<file path="src/rtl/clk_div_pkg.sv">
// Shared types, constants and the phase-length helper for the integer clock divider.
package clk_div_pkg;

    // Divider FSM state encoding.
    typedef enum logic [1:0] {
        ST_IDLE = 2'b00,
        ST_HIGH = 2'b01,
        ST_LOW  = 2'b10
    } div_state_e;

    // Smallest ratio that actually divides; 0 and 1 mean "stay in bypass".
    localparam int unsigned MIN_RATIO = 2;

    // Returns {H, L} (32 bits each) for ratio r. For odd ratios the extra
    // reference cycle goes to the high phase when odd_high is set, otherwise
    // to the low phase. Working in 32 bits keeps (R+1)/2 from overflowing
    // at R = 2^RATIO_W-1 for any RATIO_W up to 32.
    function automatic logic [63:0] calc_phases(input logic [31:0] r,
                                                input logic        odd_high);
        logic [31:0] half_v;
        logic [31:0] h_v;
        logic [31:0] l_v;
        half_v = r >> 1;
        if (!r[0]) begin
            h_v = half_v;
            l_v = half_v;
        end else if (odd_high) begin
            h_v = half_v + 32'd1;
            l_v = half_v;
        end else begin
            h_v = half_v;
            l_v = half_v + 32'd1;
        end
        return {h_v, l_v};
    endfunction

endpackage

</file>
<file path="src/rtl/clk_div_phase_calc.sv">
// Combinational split of a latched ratio R into high/low phase lengths.
module clk_div_phase_calc
    import clk_div_pkg::*;
#(
    parameter int unsigned RATIO_W  = 8,
    parameter int unsigned ODD_HIGH = 1
) (
    input  logic [RATIO_W-1:0] ratio_i,
    output logic [RATIO_W-1:0] high_len_o,
    output logic [RATIO_W-1:0] low_len_o
);

    logic [63:0] phases_s;

    // Compute {H, L} for the current ratio and narrow back to the counter width.
    always_comb begin
        phases_s   = calc_phases(32'(ratio_i), (ODD_HIGH != 0));
        high_len_o = RATIO_W'(phases_s >> 32);
        low_len_o  = RATIO_W'(phases_s);
    end

endmodule

</file>
<file path="src/rtl/clk_divider_gen.sv">
// Glitch-aware integer clock divider. Ratio and enable are only sampled in
// IDLE or at the end of a divided period, so no runt pulse can be produced.
// While IDLE the reference clock is passed straight through.
module clk_divider_gen
    import clk_div_pkg::*;
#(
    parameter int unsigned RATIO_W  = 8,
    parameter int unsigned ODD_HIGH = 1
) (
    input  logic               i_ref_clk,
    input  logic               i_rst_n,
    input  logic               i_clk_en,
    input  logic [RATIO_W-1:0] i_div_ratio,
    output logic               o_div_clk,
    output logic               o_tick,
    output logic               o_running,
    output logic [RATIO_W-1:0] o_active_ratio
);

    div_state_e         state_q, state_d;
    logic [RATIO_W-1:0] cnt_q, cnt_d;
    logic [RATIO_W-1:0] ratio_q, ratio_d;
    logic               div_q, div_d;
    logic               tick_q, tick_d;
    logic               running_q, running_d;

    logic [RATIO_W-1:0] high_len_s;
    logic [RATIO_W-1:0] low_len_s;
    logic               start_ok_s;

    // Phase lengths always follow the latched ratio, never the live input.
    clk_div_phase_calc #(
        .RATIO_W  (RATIO_W),
        .ODD_HIGH (ODD_HIGH)
    ) u_phase_calc (
        .ratio_i    (ratio_q),
        .high_len_o (high_len_s),
        .low_len_o  (low_len_s)
    );

    // A new period may start only when enabled with a dividing ratio.
    always_comb begin
        start_ok_s = i_clk_en && (i_div_ratio >= RATIO_W'(MIN_RATIO));
    end

    // Next-state, counter and output-register logic for the divider FSM.
    always_comb begin
        state_d = state_q;
        cnt_d   = cnt_q;
        ratio_d = ratio_q;
        div_d   = div_q;
        tick_d  = 1'b0;
        case (state_q)
            ST_IDLE: begin
                if (start_ok_s) begin
                    ratio_d = i_div_ratio;
                    cnt_d   = RATIO_W'(1'b1);
                    div_d   = 1'b1;
                    tick_d  = 1'b1;
                    state_d = ST_HIGH;
                end else begin
                    ratio_d = {RATIO_W{1'b0}};
                    cnt_d   = {RATIO_W{1'b0}};
                    div_d   = 1'b0;
                    state_d = ST_IDLE;
                end
            end
            ST_HIGH: begin
                // '>=' rather than '==' so a corrupted counter still terminates the phase.
                if (cnt_q >= high_len_s) begin
                    cnt_d   = RATIO_W'(1'b1);
                    div_d   = 1'b0;
                    state_d = ST_LOW;
                end else begin
                    cnt_d   = cnt_q + RATIO_W'(1'b1);
                end
            end
            ST_LOW: begin
                if (cnt_q >= low_len_s) begin
                    // Period boundary: the only place enable/ratio are re-evaluated.
                    if (start_ok_s) begin
                        ratio_d = i_div_ratio;
                        cnt_d   = RATIO_W'(1'b1);
                        div_d   = 1'b1;
                        tick_d  = 1'b1;
                        state_d = ST_HIGH;
                    end else begin
                        ratio_d = {RATIO_W{1'b0}};
                        cnt_d   = {RATIO_W{1'b0}};
                        div_d   = 1'b0;
                        state_d = ST_IDLE;
                    end
                end else begin
                    cnt_d = cnt_q + RATIO_W'(1'b1);
                end
            end
            default: begin
                ratio_d = {RATIO_W{1'b0}};
                cnt_d   = {RATIO_W{1'b0}};
                div_d   = 1'b0;
                state_d = ST_IDLE;
            end
        endcase
        running_d = (state_d != ST_IDLE);
    end

    // State and datapath registers; reset drops straight back to bypass.
    always_ff @(posedge i_ref_clk or negedge i_rst_n) begin
        if (!i_rst_n) begin
            state_q   <= ST_IDLE;
            cnt_q     <= {RATIO_W{1'b0}};
            ratio_q   <= {RATIO_W{1'b0}};
            div_q     <= 1'b0;
            tick_q    <= 1'b0;
            running_q <= 1'b0;
        end else begin
            state_q   <= state_d;
            cnt_q     <= cnt_d;
            ratio_q   <= ratio_d;
            div_q     <= div_d;
            tick_q    <= tick_d;
            running_q <= running_d;
        end
    end

    // Bypass the reference clock while IDLE, otherwise drive the divided phase.
    always_comb begin
        o_div_clk = (state_q == ST_IDLE) ? i_ref_clk : div_q;
    end

    // Status outputs come directly from registers.
    always_comb begin
        o_tick         = tick_q;
        o_running      = running_q;
        o_active_ratio = ratio_q;
    end

endmodule

</file>
<file path="config.mk">
export PLATFORM = sky130hd
export DESIGN_NAME = clk_divider_gen
export DESIGN_NICKNAME = d
export VERILOG_FILES = /design/src/rtl/clk_div_pkg.sv /design/src/rtl/clk_div_phase_calc.sv /design/src/rtl/clk_divider_gen.sv
export SDC_FILE = /design/constraint.sdc
export NUM_CORES = 1
export LEC_CHECK = 0
export ABC_AREA = 1
export CAP_MARGIN = 10
export CORE_UTILIZATION = 47
export CTS_CLUSTER_SIZE = 14
export DETAILED_ROUTE_END_ITERATION = 8
export PLACE_DENSITY_LB_ADDON = 0.08
export SETUP_SLACK_MARGIN = 0.05
export SLEW_MARGIN = 10
export SYNTH_ARGS = -nofsm -noshare
export SYNTH_HDL_FRONTEND = slang
export SYNTH_HIERARCHICAL = 1
export SYNTH_SLANG_ARGS = --single-unit
export TNS_END_PERCENT = 50
</file>
<file path="constraint.sdc">
create_clock -name i_ref_clk -period 2.3 [get_ports i_ref_clk]
set_input_delay 0.46 -clock i_ref_clk [delete_from_list [all_inputs] [get_ports i_ref_clk]]
set_output_delay 0.46 -clock i_ref_clk [all_outputs]
set_load 0.01 [all_outputs]
</file>
* Word level (Yosys, flattened, before mapping)
Cells that the tools add are included. Widths: inputs -> output; s select.
Word-level totals: bits of input ports 11, register bits after elaboration 21, output and inout port bits 11
Cells by class: bitwise operators 1, order comparisons 3, add/subtract/negate cells 2, reductions and logical operators 5, equality and inequality tests 4, mux-type cells 19
Operators by type and width (count):
- $pmux 8 s3 | 2
- $mux 8 | 5
- $add 7x1->8 const B | 1
- $add 8x1->8 const B | 1
- $ge 8x2->1 const B | 1
- $ge 8x7->1 | 1
- $ge 8x8->1 | 1
- $mux 1 | 7
- $pmux 2 s3 | 1
- $mux 2 | 2
- $ne 2x2->1 const B | 2
- $reduce_and 2->1 | 2
- $pmux 1 s3 | 1
- $eq 2x1->1 const B | 1
- $eq 2x2->1 const B | 1
- $logic_not 2->1 | 1
- $pmux 1 s2 | 1
- $reduce_bool 2->1 | 1
- $logic_and 1x1->1 | 1
- $not 1->1 | 1

* Longest topological paths before layout
word-level depth 6, depth in mapped cells 16, mapped depth without buffers 16

* Hierarchy
Netlist, hierarchy kept.
By module, submodules not included:
- clk_divider_gen | cells each 199, sequential area each 525.5 µm², area an instance 1566.5 µm², times used 1
- clk_div_phase_calc | cells each 44, sequential area each 0.0 µm², area an instance 247.7 µm², times used 1

==> metrics <==
initial antenna violation count=0; fraction of registers with async set/reset=100.0%; Max Fanout on Critical Path=2; Compound-Gate Fraction of Synth Area=between 4 and 5%; post-synthesis mux area share=about 1.2%; RSZ-0062 raised after global routing=no; die height=64.13 µm; Syn Inst Count=243; I/O pin cnt=22; setup TNS=0 ns; DR WL/cell=~11 µm; fin cells=around 320; Synth Area in Adders=approximately 12%; First DRT Iteration DRCs=between 40 and 50; syn avg cell area=between 7 and 8 µm²; # DRC=0; number of flops mapped to enable cells by yosys=0; Sequential Area=between 500 and 600 µm²; Post-Layout Inst Area=between 2000 and 2500 µm²; Remaining Overflow, GRT=0; WL final=approximately 3400 µm; antenna-violating nets left=0; Hold Worst Slack=roughly 0.43 ns; cts hold-fix bufs=0; GRT Total Usage=18.87%; XOR/XNOR share of the synthesized area=2.414%; routability cong.=0.7914; Synth Flop Type=dfrtp_1; ranking of synthesized cells by area=dfrtp_1, nand2_1, ha_1; HP Class=in -> async; arrival time worst endpoint=between 1.5 and 2 ns; Worst EP required=1.84 ns; CTS tree=yes; I/O Buffers=21; Synth top area share=28.97%; clock latency on the worst-skew pair=0.36 ns; largest net degree at the start of global routing=22; CP Capture Type=primary output; Final Skew=approximately 0.0018 ns; Mapped Nets=272; Layout area overhead=17.86%; placement-stage cell area=2028 µm²; Layout fillers=353; LEAKAGE=roughly 1.1 nW; outcome=complete, no violations; Site Rows=22; post-synthesis simple-gate area fraction=36.69%; post-DR vias/cell=around 4.6; ANT cells=0; Core ar.=3689 µm²; sequential area share after synthesis=just under 30%; Final #Nets=297; cell taking the most area after synthesis=dfrtp_1; WS Path Type=clk -> out; Setup WS post-layout=0.08819 ns; post-synthesis register bit count=21; # setup viols final=0; Slew Viols, Final=0; YS warnings=6; main combinational cell family by area after synthesis=simple AND/OR/NAND/NOR gates; Hold Violations, Final=0; Initial Utilization=around 50%; vias in the first global route=1,270; first-pass iteration count of the detailed router=4; peak supply drop=approximately 0.00094 V; register clock-pin slew on the reported worst setup and hold paths=~0.070 ns; Yosys cell types=29; Inst Count DP=between 300 and 400; vias=approximately 1,400; DP HPWL=roughly 2600 µm; die area=a little over 4000 µm²; crit start category=clock port; first-pass GRT wire length=around 5700 µm; mapped cell area=approximately 1800 µm²; dpl ws=-0.01579 ns; area of the multi-input gates=approximately 1000 µm²; die width=approximately 64 µm; r2r setup slk=approximately 0.25 ns; layout cells sized above 1=around 16%; total of max-cap violations=0; power density cells=between 1000 and 1500 nW/µm²
placed cells by master, fill, tap and decap left out:
master           netlist  routed
nand2_1               62      62
inv_1                 43      43
nand3_1               20      20
dfrtp_1               21      20
clkdlybuf4s50_1        0      20
ha_1                  18      18
nor2_1                18      17
nor2_4                10      10
a21oi_1                6       6
clkbuf_8               0       6
nor2_2                 4       5
buf_4                  8       5
nand4_1                3       3
inv_2                  3       3
xor2_1                 3       3
nand2_2                2       2
o21ai_1                2       2
nand2_4                2       2
xnor2_1                2       2
nand3_2                2       2
mux2_2                 2       2
nand3b_1               2       2
o21ai_0                2       2
o21a_2                 1       1
a21o_1                 1       1
nand4_4                1       1
nand3_4                1       1
inv_8                  0       1
a31o_2                 1       1
clkbuf_1               0       1
dfrtp_2                0       1
buf_2                  0       1
conb_1                 1       1
critical path, cell delays in order:
cell and delay, ns:
clkbuf_8 0.11, clkbuf_8 0.11, mux2_2 0.25, buf_2 0.13
synthesized netlist by cell type (2+ instances only):
master    count
mux2_2        2
o21ai_0       2
dfrtp_1      21
nand3b_1      2
a21oi_1       6
nand2_2       2
buf_4         8
xnor2_1       2
xor2_1        3
inv_2         3
nor2_1       18
inv_1        43
nand3_2       2
nand3_1      20
nor2_2        4
nand2_4       2
nand4_1       3
nor2_4       10
o21ai_1       2
nand2_1      62
ha_1         18
repair_timing:
item	CTS	global route
setup endpoints to repair	1	10
resized for setup	4	3
buffers inserted	0	3
worst paths after layout:
kind,from,end,depth (start not counted)
setup reg to reg,o_active_ratio[0],cnt_q[0],11
max in group asynchronous,i_rst_n,o_active_ratio[1],2
min in group i_ref_clk,div_q,div_q,2
hold reg to reg,div_q,div_q,2
setup / recovery,i_ref_clk,o_div_clk,4
hold / removal,i_rst_n,o_active_ratio[5],2
report_power, final:
| group | internal (mW) | total, mW | switching, mW |
|---|---|---|---|
| clock | 0.261 | 0.416 | 0.155 |
| sequential | 0.491 | 0.645 | 0.154 |
| combinational | 0.582 | 1.45 | 0.873 |
state kept, by name, summed over array words and instances, names as in the netlist:
signal          flops
o_running           1
o_active_ratio      8
div_q               1
state_q             2
cnt_q               8
o_tick              1
per-stage QoR:
stage,power (mW),utilization (%)
4_1_cts,2.495,57.19
6_report,2.515,57.97
3_5_place_dp,2.125,54.99
3_3_place_gp,2.132,54.99
2_1_floorplan,1.773,-
5_1_grt,2.782,57.97
area by class of cell:
class,count,area share [%]
Sequential cell,21,24.63
Clock buffer,8,4.272
Timing Repair Buffer,25,11.12
Tap cell,48,2.809
Multi-Input combinational cell,166,48.57
Inverter,47,8.602
layer usage:
metal,track usage [%],vias up,part of all wire (%)
met4,11.11,0,2.3
met3,3.214,7,2.0
li1,-,795,-
met1,26.37,616,54
met5,0,-,0
met2,27.13,17,41
cells by family (layout without fill, tap and decap cells):
logic type | after synthesis | in the layout
AO/OA/AOI/OAI | 13 | 13
multiplexers | 2 | 2
AND/OR/NAND/NOR | 127 | 127
buffers and inverters | 56 | 80
adder cells (fa/ha/maj) | 18 | 18
other | 1 | 1
XOR/XNOR | 5 | 5
flip-flops | 21 | 21
(Power assumes the default switching activity.)
